## config.mk

```make
export PLATFORM = sky130hd
export DESIGN_NAME = otter_uart_tx
export DESIGN_NICKNAME = d
export VERILOG_FILES = /design/src/rtl/otter_io_pkg.sv /design/src/rtl/otter_sync_fifo.sv /design/src/rtl/otter_uart_tx.sv
export SDC_FILE = /design/constraint.sdc
export NUM_CORES = 1
export LEC_CHECK = 0
export ABC_AREA = 1
export BUFFER_PORTS_ARGS = -buffer_cell sky130_fd_sc_hd__buf_4
export CORE_MARGIN = 2
export CORE_UTILIZATION = 55
export CTS_CLUSTER_DIAMETER = 80
export DETAILED_ROUTE_END_ITERATION = 7
export GPL_TIMING_DRIVEN = 0
export PLACE_DENSITY = 0.87
export SLEW_MARGIN = 10
export SYNTH_ARGS = -nofsm -noshare
export SYNTH_HDL_FRONTEND = slang
export SYNTH_SLANG_ARGS = --single-unit
```

## constraint.sdc

```tcl
create_clock -name CLK -period 3.08 [get_ports CLK]
set_input_delay 0.924 -clock CLK [delete_from_list [all_inputs] [get_ports CLK]]
set_output_delay 0.924 -clock CLK [all_outputs]
set_load 0.05 [all_outputs]
```

## src/rtl/otter_io_pkg.sv

```systemverilog
// Shared OTTER IOBUS peripheral definitions: UART FSM states,
// STATUS bit positions and register offsets.
package otter_io_pkg;

    typedef enum logic [2:0] {
        UART_IDLE,
        UART_START,
        UART_DATA,
        UART_PARITY,
        UART_STOP
    } uart_state_t;

    localparam int ST_BUSY_BIT  = 0;
    localparam int ST_FULL_BIT  = 1;
    localparam int ST_EMPTY_BIT = 2;
    localparam int ST_OVF_BIT   = 3;
    localparam int ST_CNT_LSB   = 4;

    localparam logic [31:0] UART_DATA_OFS = 32'h0;
    localparam logic [31:0] UART_STAT_OFS = 32'h4;

endpackage

```

## src/rtl/otter_sync_fifo.sv

```systemverilog
// Synchronous first-word-fall-through FIFO; a push while full is
// accepted only when a pop happens in the same cycle.
module otter_sync_fifo #(
    parameter int WIDTH = 8,
    parameter int DEPTH = 16
) (
    input  logic                     clk,
    input  logic                     rst,
    input  logic                     push,
    input  logic                     pop,
    input  logic [WIDTH-1:0]         din,
    output logic [WIDTH-1:0]         dout,
    output logic                     full,
    output logic                     empty,
    output logic [$clog2(DEPTH):0]   count
);

    localparam int AW = $clog2(DEPTH);
    localparam int CW = AW + 1;
    localparam logic [CW-1:0] FULL_CNT = CW'(DEPTH);

    logic [WIDTH-1:0] mem_q [DEPTH];
    logic [AW-1:0]    wr_ptr_q, wr_ptr_d;
    logic [AW-1:0]    rd_ptr_q, rd_ptr_d;
    logic [CW-1:0]    count_q, count_d;
    logic             wr_ok, rd_ok;

    assign full  = (count_q == FULL_CNT);
    assign empty = (count_q == '0);
    assign count = count_q;
    assign dout  = mem_q[rd_ptr_q];
    assign wr_ok = push && (!full || pop);
    assign rd_ok = pop && !empty;

    always_comb begin
        wr_ptr_d = wr_ptr_q;
        rd_ptr_d = rd_ptr_q;
        count_d  = count_q;
        if (wr_ok) wr_ptr_d = wr_ptr_q + 1'b1;
        if (rd_ok) rd_ptr_d = rd_ptr_q + 1'b1;
        unique case ({wr_ok, rd_ok})
            2'b10:   count_d = count_q + 1'b1;
            2'b01:   count_d = count_q - 1'b1;
            default: count_d = count_q;
        endcase
    end

    always_ff @(posedge clk) begin
        if (rst) begin
            wr_ptr_q <= '0;
            rd_ptr_q <= '0;
            count_q  <= '0;
        end else begin
            wr_ptr_q <= wr_ptr_d;
            rd_ptr_q <= rd_ptr_d;
            count_q  <= count_d;
        end
    end

    always_ff @(posedge clk) begin
        if (wr_ok) mem_q[wr_ptr_q] <= din;
    end

endmodule

```

## src/rtl/otter_uart_tx.sv

```systemverilog
// Memory-mapped 8N1 UART transmitter on the OTTER IOBUS.
// Define OTTER_UART_PARITY_EN to add an even-parity bit (8E1).
module otter_uart_tx
    import otter_io_pkg::*;
#(
    parameter logic [31:0] BASE_ADDR    = 32'h1100_0100,
    parameter int          CLKS_PER_BIT = 868,
    parameter int          DEPTH        = 16
) (
    input  logic        CLK,
    input  logic        RESET,
    input  logic [31:0] IOBUS_ADDR,
    input  logic [31:0] IOBUS_OUT,
    input  logic        IOBUS_WR,
    output logic [31:0] IOBUS_IN,
    output logic        TX
);

    localparam int CW = $clog2(DEPTH) + 1;
    localparam int BW = $clog2(CLKS_PER_BIT);
    localparam logic [BW-1:0] BAUD_MAX = BW'(CLKS_PER_BIT - 1);

    uart_state_t   state_q, state_d;
    logic [BW-1:0] baud_q, baud_d;
    logic [2:0]    bit_q, bit_d;
    logic [7:0]    shift_q, shift_d;
    logic          ovf_q, ovf_d;

    logic          sel_data, sel_stat;
    logic          push, pop;
    logic [7:0]    fifo_dout;
    logic          fifo_full, fifo_empty;
    logic [CW-1:0] fifo_count;
    logic          baud_done;
    logic          unused_bus;

    assign sel_data   = (IOBUS_ADDR == BASE_ADDR + UART_DATA_OFS);
    assign sel_stat   = (IOBUS_ADDR == BASE_ADDR + UART_STAT_OFS);
    assign push       = IOBUS_WR && sel_data;
    assign baud_done  = (baud_q == '0);
    assign unused_bus = ^IOBUS_OUT[31:8];

    otter_sync_fifo #(
        .WIDTH (8),
        .DEPTH (DEPTH)
    ) u_fifo (
        .clk   (CLK),
        .rst   (RESET),
        .push  (push),
        .pop   (pop),
        .din   (IOBUS_OUT[7:0]),
        .dout  (fifo_dout),
        .full  (fifo_full),
        .empty (fifo_empty),
        .count (fifo_count)
    );

    // A set caused by a dropped push beats a clear in the same cycle.
    always_comb begin
        ovf_d = ovf_q;
        if (IOBUS_WR && sel_stat && IOBUS_OUT[ST_OVF_BIT]) ovf_d = 1'b0;
        if (push && fifo_full && !pop) ovf_d = 1'b1;
    end

    always_comb begin
        IOBUS_IN = '0;
        if (sel_stat) begin
            IOBUS_IN[ST_BUSY_BIT]         = (state_q != UART_IDLE) || !fifo_empty;
            IOBUS_IN[ST_FULL_BIT]         = fifo_full;
            IOBUS_IN[ST_EMPTY_BIT]        = fifo_empty;
            IOBUS_IN[ST_OVF_BIT]          = ovf_q;
            IOBUS_IN[ST_CNT_LSB +: CW]    = fifo_count;
        end
    end

    // Data bits rotate rather than shift, so the byte is intact for parity.
    always_comb begin
        state_d = state_q;
        baud_d  = baud_q;
        bit_d   = bit_q;
        shift_d = shift_q;
        pop     = 1'b0;
        TX      = 1'b1;
        unique case (state_q)
            UART_IDLE: begin
                if (!fifo_empty) begin
                    pop     = 1'b1;
                    shift_d = fifo_dout;
                    baud_d  = BAUD_MAX;
                    state_d = UART_START;
                end
            end
            UART_START: begin
                TX = 1'b0;
                if (baud_done) begin
                    baud_d  = BAUD_MAX;
                    bit_d   = 3'd0;
                    state_d = UART_DATA;
                end else begin
                    baud_d = baud_q - 1'b1;
                end
            end
            UART_DATA: begin
                TX = shift_q[0];
                if (baud_done) begin
                    baud_d  = BAUD_MAX;
                    shift_d = {shift_q[0], shift_q[7:1]};
                    if (bit_q == 3'd7) begin
`ifdef OTTER_UART_PARITY_EN
                        state_d = UART_PARITY;
`else
                        state_d = UART_STOP;
`endif
                    end else begin
                        bit_d = bit_q + 3'd1;
                    end
                end else begin
                    baud_d = baud_q - 1'b1;
                end
            end
`ifdef OTTER_UART_PARITY_EN
            UART_PARITY: begin
                TX = ^shift_q;
                if (baud_done) begin
                    baud_d  = BAUD_MAX;
                    state_d = UART_STOP;
                end else begin
                    baud_d = baud_q - 1'b1;
                end
            end
`endif
            UART_STOP: begin
                if (baud_done) begin
                    if (!fifo_empty) begin
                        pop     = 1'b1;
                        shift_d = fifo_dout;
                        baud_d  = BAUD_MAX;
                        state_d = UART_START;
                    end else begin
                        state_d = UART_IDLE;
                    end
                end else begin
                    baud_d = baud_q - 1'b1;
                end
            end
            default: state_d = UART_IDLE;
        endcase
    end

    always_ff @(posedge CLK) begin
        if (RESET) begin
            state_q <= UART_IDLE;
            baud_q  <= '0;
            bit_q   <= '0;
            shift_q <= '0;
            ovf_q   <= 1'b0;
        end else begin
            state_q <= state_d;
            baud_q  <= baud_d;
            bit_q   <= bit_d;
            shift_q <= shift_d;
            ovf_q   <= ovf_d;
        end
    end

endmodule
```

==> flow_summary.toml <==
[critical_path]
required_ns = 2.16
cpPeakStageDelay_ns = 0.21
cp_num_buf_inv = 3
path_cells = "buf_4 > inv_1 > nand2_1 > nor2_1 > nand3_1 > nor2_4 > nand3_4 > nor2_1 > buf_4"
path_delay_family = "simple AND/OR/NAND/NOR gates"
crit_slowest_cell = "buf_4"
end_kind = "output port"
crit_fanout = 9
worst-endpoint-arrival_ns = 2.05
critical_path_class = "primary input to output port"
startpoint_type = "primary input"
ff2ff_setup_slack_ns = 0.33

[clock_tree]
cts_sinks = 170
insertion_delay_ns = 0.44
clk_path_buf_depth = 2
cts_tree = "built"
clk_pin_slew_ns = 0.07
htree_levels = 4
cts_root_buffer = "clkbuf_16"
cts_buffers = 17

[final_layout]
final_cell_mix = "267 x nand2_1, 128 x edfxtp_1, 107 x inv_1"
multi_input_area_mm2 = 0.00290
layout_commonest_cell = "nand2_1"
fin_nets = 1111
final_cells = 1230
fill_cells = 1095
ff_latch_area_mm2 = 0.00468
area_delta_synth_final_pct = 15.7
n_antenna_cell = 0
postLayoutCoreUtil = 0.653
drive_gt1_frac = 0.160

[grt]
grt_pass1_vias = 6170
grt_util_all_layers = 0.241
grt_remaining_overflow = 0
grt_pass1_wl_um = 29600
antenna_found_initial = 0
grt_max_degree = 18

[floorplanning]
die-area_mm2 = 0.0160
io_pins = 100
core-area_mm2 = 0.0146
die_w_um = 126
core.rowCount = 44
start_util = 0.564
die_h_um = 126

[placement]
gp_congestion = 0.908
placed_cells = 1198
io_buffers = 51
hpwl_um = 12800

[routing]
ant_nets = 0
drc = 0
firstDrtPassIters = 5
vias = 6559
first_iter_violations = 712
routed_wl_um = 19000
routedWlPerCell_um = 15.4
avgViaCountPerCell = 5.33

[timing]
worst_pin_slew_ns = 0.989
rsz0062_at_grt = "no"
final-hold-violation-count = 0
finalCriticalPeriod_ns = 2.97
slew_headroom = 0.338
skew_ns = 0.00816
final-max-slew-violation-count = 0
setup-tns-final_ns = 0
finalCritPeriodShare = 0.964
finalSetupViolCount = 0
max_freq_mhz = 337

[synth]
yosysTopAreaCellShare = 0.467
syn_area_mm2 = 0.00823
yosysWarnings = 0
ys.flop_type = "edfxtp_1"
synth.area.top_cells = "edfxtp_1 47%, nand2_1 12%, dfxtp_1 10%"
yosysSeqAreaShare = 0.569
synth_cell_types = 39
synthArstFlopShare = 0
synth_edf_count = 128
syn_avg_cell_area_um2 = 8.75
synth_top_area_cell = "edfxtp_1"
yosys_register_bits = 170
netlist_instances = 941

[status]
status = "completed"

[power]
powerDensity_mw_per_mm2 = 783
worst_ir_drop_vdd_mv = 0.573
leakage_nw = 4.16

[hold_path]
hold_class = "flip-flop to flip-flop"

[run]
maxCapViolCount = 0
-- state kept, by name, indices dropped and copies added (netlist names), 3 cells and up, named ones only --
name             cells
baud_q              10
bit_q                3
shift_q              8
state_q              3
u_fifo.count         5
u_fifo.mem_q       128
u_fifo.rd_ptr_q      4
u_fifo.wr_ptr_q      4
-- worst reg2reg max path, stage by stage (launching register included) --
cell and delay (ns):
dfxtp_1 0.30, inv_1 0.11, ha_1 0.20, nand2_1 0.12
nor2_4 0.17, nand3_4 0.16, nand2_2 0.11, nand2_4 0.10
nand2_4 0.13, nand2_4 0.07, ha_1 0.28, xor2_2 0.19
ha_1 0.19, inv_1 0.05, nand2_1 0.07, nand4_1 0.11
nand2_1 0.06, nand2_1 0.05, nand2_1 0.05, nand2_1 0.05
a21oi_1 0.05
-- worst paths after layout --
check | startpoint | end | cells after the start
worst min-delay path | ovf_q | ovf_q | 2
worst min register to register | ovf_q | ovf_q | 2
worst max register to register | baud_q[1] | u_fifo.count[4] | 20
worst max-delay path | IOBUS_ADDR[31] | IOBUS_IN[5] | 9
-- cell families after synthesis --
kind of cell    share of synthesized area
simple gates                        0.264
buf+inv                            0.0947
flops                               0.569
compound gates                     0.0459
fa+ha+maj                          0.0167
xor+xnor                          0.00958
other cells                      0.000456
-- layout make-up --
cell class	count	area share
Timing Repair Buffer	51	0.0402
Clock buffer	17	0.0446
Inverter	121	0.0478
Sequential cell	170	0.492
Tap cell	184	0.0242
Multi-Input combinational cell	617	0.304
Buffer	55	0.0340
Clock inverter	15	0.0135
-- per-layer routing --
metal,wire length (um),vias up,part of all wire,global-route usage
met5,0,-,0,0
met4,583,0,0.031,0.118
met3,1510,55,0.079,0.0536
met2,9520,332,0.50,0.409
met1,7370,2991,0.39,0.290
li1,-,3181,-,-
-- Yosys cell counts, drive strengths merged (2+ instances only) --
library cell  instances
or2                   2
o21ai                23
dfxtp                42
o211ai                2
nor3                  4
edfxtp              128
nand2               279
ha                   11
nand3               107
inv                 120
a21oi                43
nor2                 98
nand4                10
clkbuf               14
xor2                  8
buf                  41
-- power breakdown --
group / total [mW] / switching (mW) / leakage [nW] / internal [mW]
clock network: 2.02 / 0.956 / 0.271 / 1.06
registers: 2.73 / 0.118 / 1.49 / 2.61
logic: 2.72 / 1.84 / 2.40 / 0.875
total: 7.46 / 2.92 / 4.16 / 4.54
-- repair_timing --
item,in CTS,in global routing
gates resized for setup,2,6
gates cloned,0,0
hold buffers,0,0
setup buffers,0,0
pin swaps,1,0
endpoints found under the setup margin,9,10
-- through the flow --
stage	hold WS, ns	cell area, um^2	setup WS (ns)	total power, mW
after global placement	0.451	8940	-0.147	5.33
after floorplan	0.444	8320	-0.120	4.77
after CTS	0.467	9500	0.0214	7.43
after detailed placement	0.454	8940	-0.232	5.41
final	0.466	9530	0.110	7.46
after global routing	0.486	9530	0.00477	7.89
Power figures use the tool's default switching activity.
